File: src/rtl/wb_port_arbiter.sv
// Register-file write-port arbiter: fixed priority, optional starvation guard (WB_ARB_STARVE_GUARD_EN).
// Latency: one cycle from handshake to write_en_o; one write per cycle sustained.
// Backpressure: never stalls the winner; losers see ready low and must hold their request.
module wb_port_arbiter #(
    parameter int unsigned NUM_REQ      = 4,
    parameter int unsigned STARVE_LIMIT = 8
) (
    input  logic                              clk_i,
    input  logic                              rst_ni,
    input  logic [NUM_REQ-1:0]                req_valid_i,
    input  logic [NUM_REQ-1:0][4:0]           req_rd_addr_i,
    input  logic [NUM_REQ-1:0][31:0]          req_data_i,
    output logic [NUM_REQ-1:0]                req_ready_o,
    output logic                              write_en_o,
    output logic [4:0]                        rd_addr_o,
    output logic [31:0]                       rd_data_o,
    output logic [31:0]                       wb_data_fwd_o,
    output logic [4:0]                        rd_addr_fwd_o,
    output logic                              reg_write_en_fwd_o,
    output logic [$clog2(NUM_REQ)-1:0]        grant_idx_o
);

    localparam int IW = $clog2(NUM_REQ);

    typedef logic [4:0]  reg_addr_t;
    typedef logic [31:0] word_t;

    logic [NUM_REQ-1:0] cand;
    logic               win_vld;
    logic [IW-1:0]      win_idx;

    logic               valid_q;
    reg_addr_t          rd_addr_q;
    word_t              data_q;
    logic [IW-1:0]      grant_q;

`ifdef WB_ARB_STARVE_GUARD_EN
    localparam int CW = $clog2(STARVE_LIMIT + 1);

    logic [NUM_REQ-1:0][CW-1:0] wait_q;
    logic [NUM_REQ-1:0]         starving;

    always_comb begin
        starving = '0;
        for (int i = 0; i < NUM_REQ; i++) begin
            starving[i] = req_valid_i[i] && (wait_q[i] == CW'(STARVE_LIMIT));
        end
    end

    // Starving requesters replace the whole candidate set, so they beat base priority.
    assign cand = (|starving) ? starving : req_valid_i;

    always_ff @(posedge clk_i or negedge rst_ni) begin
        if (!rst_ni) begin
            wait_q <= '0;
        end else begin
            for (int i = 0; i < NUM_REQ; i++) begin
                if (req_valid_i[i] && !req_ready_o[i]) begin
                    if (wait_q[i] != CW'(STARVE_LIMIT)) begin
                        wait_q[i] <= wait_q[i] + 1'b1;
                    end
                end else begin
                    wait_q[i] <= '0;
                end
            end
        end
    end
`else
    assign cand = req_valid_i;
`endif

    // Descending scan leaves the lowest set index as the winner.
    always_comb begin
        win_vld = 1'b0;
        win_idx = '0;
        for (int i = NUM_REQ - 1; i >= 0; i--) begin
            if (cand[i]) begin
                win_vld = 1'b1;
                win_idx = IW'(i);
            end
        end
    end

    assign req_ready_o = win_vld ? ({{(NUM_REQ-1){1'b0}}, 1'b1} << win_idx) : '0;

    always_ff @(posedge clk_i or negedge rst_ni) begin
        if (!rst_ni) begin
            valid_q   <= 1'b0;
            rd_addr_q <= '0;
            data_q    <= '0;
            grant_q   <= '0;
        end else if (win_vld) begin
            valid_q   <= 1'b1;
            rd_addr_q <= req_rd_addr_i[win_idx];
            data_q    <= req_data_i[win_idx];
            grant_q   <= win_idx;
        end else begin
            valid_q   <= 1'b0;
        end
    end

    // Writes to x0 are consumed but never reach the register file.
    assign write_en_o         = valid_q && (rd_addr_q != '0);
    assign rd_addr_o          = rd_addr_q;
    assign rd_data_o          = data_q;
    assign reg_write_en_fwd_o = write_en_o;
    assign rd_addr_fwd_o      = rd_addr_q;
    assign wb_data_fwd_o      = data_q;
    assign grant_idx_o        = grant_q;

    a_params: assert property (@(posedge clk_i)
        (NUM_REQ >= 2) && (NUM_REQ <= 8) && (STARVE_LIMIT >= 1) && (STARVE_LIMIT <= 255))
        else $error("wb_port_arbiter: parameter out of range");

    a_onehot: assert property (@(posedge clk_i) disable iff (!rst_ni) $onehot0(req_ready_o))
        else $error("wb_port_arbiter: more than one ready");

    a_no_x0: assert property (@(posedge clk_i) disable iff (!rst_ni) write_en_o |-> (rd_addr_o != '0))
        else $error("wb_port_arbiter: write enable towards x0");

    for (genvar g = 0; g < NUM_REQ; g++) begin : g_stable
        a_hold: assert property (@(posedge clk_i) disable iff (!rst_ni)
            (req_valid_i[g] && !req_ready_o[g]) |=>
                (req_valid_i[g] && $stable(req_rd_addr_i[g]) && $stable(req_data_i[g])))
            else $error("wb_port_arbiter: requester %0d changed before acceptance", g);
    end

endmodule
File: config.mk
export PLATFORM = sky130hd
export DESIGN_NAME = wb_port_arbiter
export DESIGN_NICKNAME = d
export VERILOG_FILES = /design/src/rtl/wb_port_arbiter.sv
export SDC_FILE = /design/constraint.sdc
export NUM_CORES = 1
export LEC_CHECK = 0
export BUFFER_PORTS_ARGS = -buffer_cell sky130_fd_sc_hd__buf_2
export CAP_MARGIN = 20
export CORE_AREA = 3 3 92 94
export CTS_BUF_LIST = sky130_fd_sc_hd__clkbuf_2
export DETAILED_ROUTE_END_ITERATION = 8
export DIE_AREA = 0 0 95 97
export GPL_TIMING_DRIVEN = 0
export MAX_ROUTING_LAYER = met4
export PLACE_DENSITY = 0.72
export SLEW_MARGIN = 20
export SYNTH_ARGS = -nofsm -noshare
export SYNTH_HDL_FRONTEND = slang
export SYNTH_SLANG_ARGS = --single-unit
File: constraint.sdc
create_clock -name clk_i -period 3.33 [get_ports clk_i]
set_input_delay 0.1665 -clock clk_i [delete_from_list [all_inputs] [get_ports clk_i]]
set_output_delay 0.1665 -clock clk_i [all_outputs]
set_load 0.02 [all_outputs]
==> impl_metrics.json <==
{
  "outcome": "complete, no violations",
  "slowest_delay_ps": 520,
  "clock-skew-final_ps": 0,
  "place.gp.congestion": 0.8053,
  "layout.cells.most_common_list": "sky130_fd_sc_hd__buf_2, sky130_fd_sc_hd__dlygate4sd3_1, sky130_fd_sc_hd__dfrtp_1, sky130_fd_sc_hd__buf_4, sky130_fd_sc_hd__nor2_1",
  "num_vias": 3619,
  "yosys_warnings": 0,
  "reg2reg_slack_ps": 2060,
  "vias_per_cell": 5.062,
  "tritoncts_num_sinks": 40,
  "final_period_minus_worst_setup_slack_ps": 2001,
  "antennaDiodeCount": 0,
  "most_frequent_standard_cell_in_the_layout_excluding_fill_and_tap_cells": "sky130_fd_sc_hd__buf_2",
  "worstPathCellList": "or4_1, o21a_1, buf_4, buf_2",
  "startpoint": "rd_addr_fwd_o[0]$_DFFE_PN0P_",
  "ys_types": 21,
  "antenna_found_initial": 0,
  "place.detailed.hpwl_um": 7875,
  "cell_area_power_density_mw_per_mm2": 328.4,
  "grt_start_max_net_pins": 41,
  "vdd_drop_max_uv": 167.4,
  "synth_seq_area_share_pct": 39.31,
  "cts.repair_timing.setup_buffer_count": 0,
  "areaGrowthSynthToFinish_pct": 79.21,
  "io_buffers": 235,
  "timing.critical_path.fanout_max": 4,
  "worst_setup_path_end_kind": "primary output",
  "report.final.slew_viol_count": 0,
  "grt_usage_pct": 24.65,
  "timing.setup.tns_ps": 0,
  "synth_xor_xnor_area_share_pct": 0,
  "synth_edf_count": 0,
  "holdWs_ps": 21.85,
  "postRouteWirelength_um": 11470,
  "die_height_um": 97,
  "max_clock_freq_ghz": 0.4998,
  "drt-wirelength-per-cell_um": 16.04,
  "ws_path_type": "flop to primary output",
  "combinational_family_with_the_most_area_after_synthesis": "compound AO/OA/AOI/OAI gates",
  "clock_latency_late_sink_ps": 400,
  "synth-simple-area-share_pct": 13.32,
  "floorplan.die_area_mm2": 0.009215,
  "drive_above_1_share_pct": 48.45,
  "tritoncts": "built",
  "worst_setup_path_start_kind": "flop",
  "cp.required_ps": 3160,
  "floorplan.die.width_um": 95,
  "detail-route-antenna-nets": 0,
  "path_depth": 4,
  "htreeDepth": 2,
  "finalSetupViolCount": 0,
  "iter_0_drt_violations": 123,
  "drcViolationCount": 0,
  "yosys.area_share.adder_pct": 0,
  "global_route_wire_length_before_repair_um": 17530,
  "cts.root.buffer_cell": "sky130_fd_sc_hd__clkbuf_2",
  "synth.mux.area_fraction_pct": 0,
  "cts.path.max_buffers": 2,
  "static-leakage-power_nw": 2.286,
  "core_area_mm2": 0.007727,
  "critical_path_arrival_ps": 1830,
  "async_flop_share_pct": 100.0,
  "critical_path.n_buffers_inverters": 2,
  "start_util_pct": 32.95,
  "syn-instance-count": 305,
  "timing_hold_violations_final": 0,
  "timing.hold.worst.class": "primary input to flop",
  "design.final.nets": 766,
  "synth_area_per_cell_um2": 8.348,
  "postPlaceCellArea_mm2": 0.003850,
  "worstReg2RegEnd": "rd_data_o[1]$_DFFE_PN0P_",
  "mappedNetlistNets": 459,
  "drt_first_pass_iters": 4,
  "postSynth.topFlopCell": "sky130_fd_sc_hd__dfrtp_1",
  "synth-compound-area-share_pct": 30.12,
  "num_rows": 32,
  "grt_pass1_vias": 3737,
  "finish.instance_area_mm2": 0.004563,
  "cts.clk_slew.worst_paths_ps": 210,
  "endpoint": "write_en_o",
  "worstRegToRegCells": 3,
  "final.period_utilization_pct": 60.08,
  "slew_headroom_pct": 38.26,
  "critical_path.top_delay_family": "simple AND/OR/NAND/NOR gates",
  "globalRouteOverflowTotal": 0,
  "cts_buffers": 5,
  "synthesis.area_mm2": 0.002546,
  "worst-slew-pin-transition_ps": 926.1,
  "post-place-ws_ps": 1694,
  "timing.final.ws_setup_ps": 1329,
  "drv_cap": 0,
  "worst_path_max_delay_cell": "sky130_fd_sc_hd__or4_1",
  "rsz0062_at_grt": "no",
  "worstReg2RegStart": "rd_data_o[1]$_DFFE_PN0P_",
  "synth-seq-cells": 40,
  "top_level_ports": 236
}
==> synthesized netlist by cell type, drive strengths merged, types with 2 or more instances <==
cell type / number / area (µm²)
nor3: 3 / 26.28
a31oi: 37 / 231.5
nor2: 38 / 142.6
o21ai: 38 / 190.2
nand2: 37 / 138.9
buf: 54 / 386.6
clkbuf: 12 / 45.04
o221ai: 37 / 324.1
inv: 2 / 7.510
dfrtp: 40 / 1001
or4: 2 / 18.77
==> cell type report <==
cell class,count,area (µm²)
buffer,66,431.7
multi-input combinational,197,1106
tap,102,127.6
sequential,40,1001
fill,701,3164
inverter,2,7.507
clock inverter,3,37.54
timing repair buffer,300,1827
clock buffer,5,25.02
==> logic make-up (layout without fill, tap and decap cells) <==
family / count (synthesis) / in the layout
buffers and inverters: 68 / 376
and+or+nand+nor: 82 / 82
DFF: 40 / 40
AOI/OAI and AO/OA: 115 / 115
==> metal layers <==
layer / track usage, % / wire [µm] / vias up
met5: - / 0 / -
met4: 8.324 / 218 / 0
met3: 3.655 / 726 / 20
met2: 44.47 / 6098 / 188
met1: 27.16 / 4426 / 1711
li1: - / - / 1700
==> sequential cells by signal, summed over array words and instances, names as in the netlist <==
signal,flops
rd_data_o,32
rd_addr_fwd_o,5
grant_idx_o,2
valid_q,1
==> stage by stage <==
| stage | util [%] | total power [mW] | instances |
|---|---|---|---|
| floorplan | - | 0.8875 | 305 |
| global placement | 49.82 | 1.124 | 642 |
| detailed placement | 49.82 | 1.133 | 642 |
| CTS | 58.53 | 1.498 | 711 |
| global route | 59.05 | 1.580 | 715 |
| finish | 59.05 | 1.499 | 715 |
==> timing repair <==
| item | 4_1_cts | 5_1_grt |
|---|---|---|
| gates resized for setup | 0 | 0 |
| hold buffers | 61 | 4 |
| endpoints found under the hold margin | 76 | 4 |
==> worst min-delay path by stage <==
stage / startpoint / end / slack, ps / cells after the start
3_5_place_dp: rst_ni / rd_addr_fwd_o[1]$_DFFE_PN0P_ / 360 / 1
5_1_grt: req_data_i[26] / rd_data_o[26]$_DFFE_PN0P_ / 4 / 3
3_3_place_gp: rst_ni / rd_addr_fwd_o[1]$_DFFE_PN0P_ / 350 / 1
6_report: req_data_i[36] / rd_data_o[4]$_DFFE_PN0P_ / 20 / 3
4_1_cts: req_data_i[10] / rd_data_o[10]$_DFFE_PN0P_ / 0.9 / 3
2_1_floorplan: rst_ni / grant_idx_o[0]$_DFFE_PN0P_ / -130 / 0
==> power by group <==
group | internal, mW | switching (mW) | total [mW]
Clock | 0.122 | 0.166 | 0.289
Combinational | 0.308 | 0.323 | 0.632
Sequential | 0.535 | 0.0429 | 0.578
Total | 0.966 | 0.532 | 1.50
==> worst min-delay path, stage by stage <==
cell	delay (ps)
sky130_fd_sc_hd__buf_2	100
sky130_fd_sc_hd__nand2_1	50
sky130_fd_sc_hd__a31oi_1	90
Power figures use the tool's default switching activity.
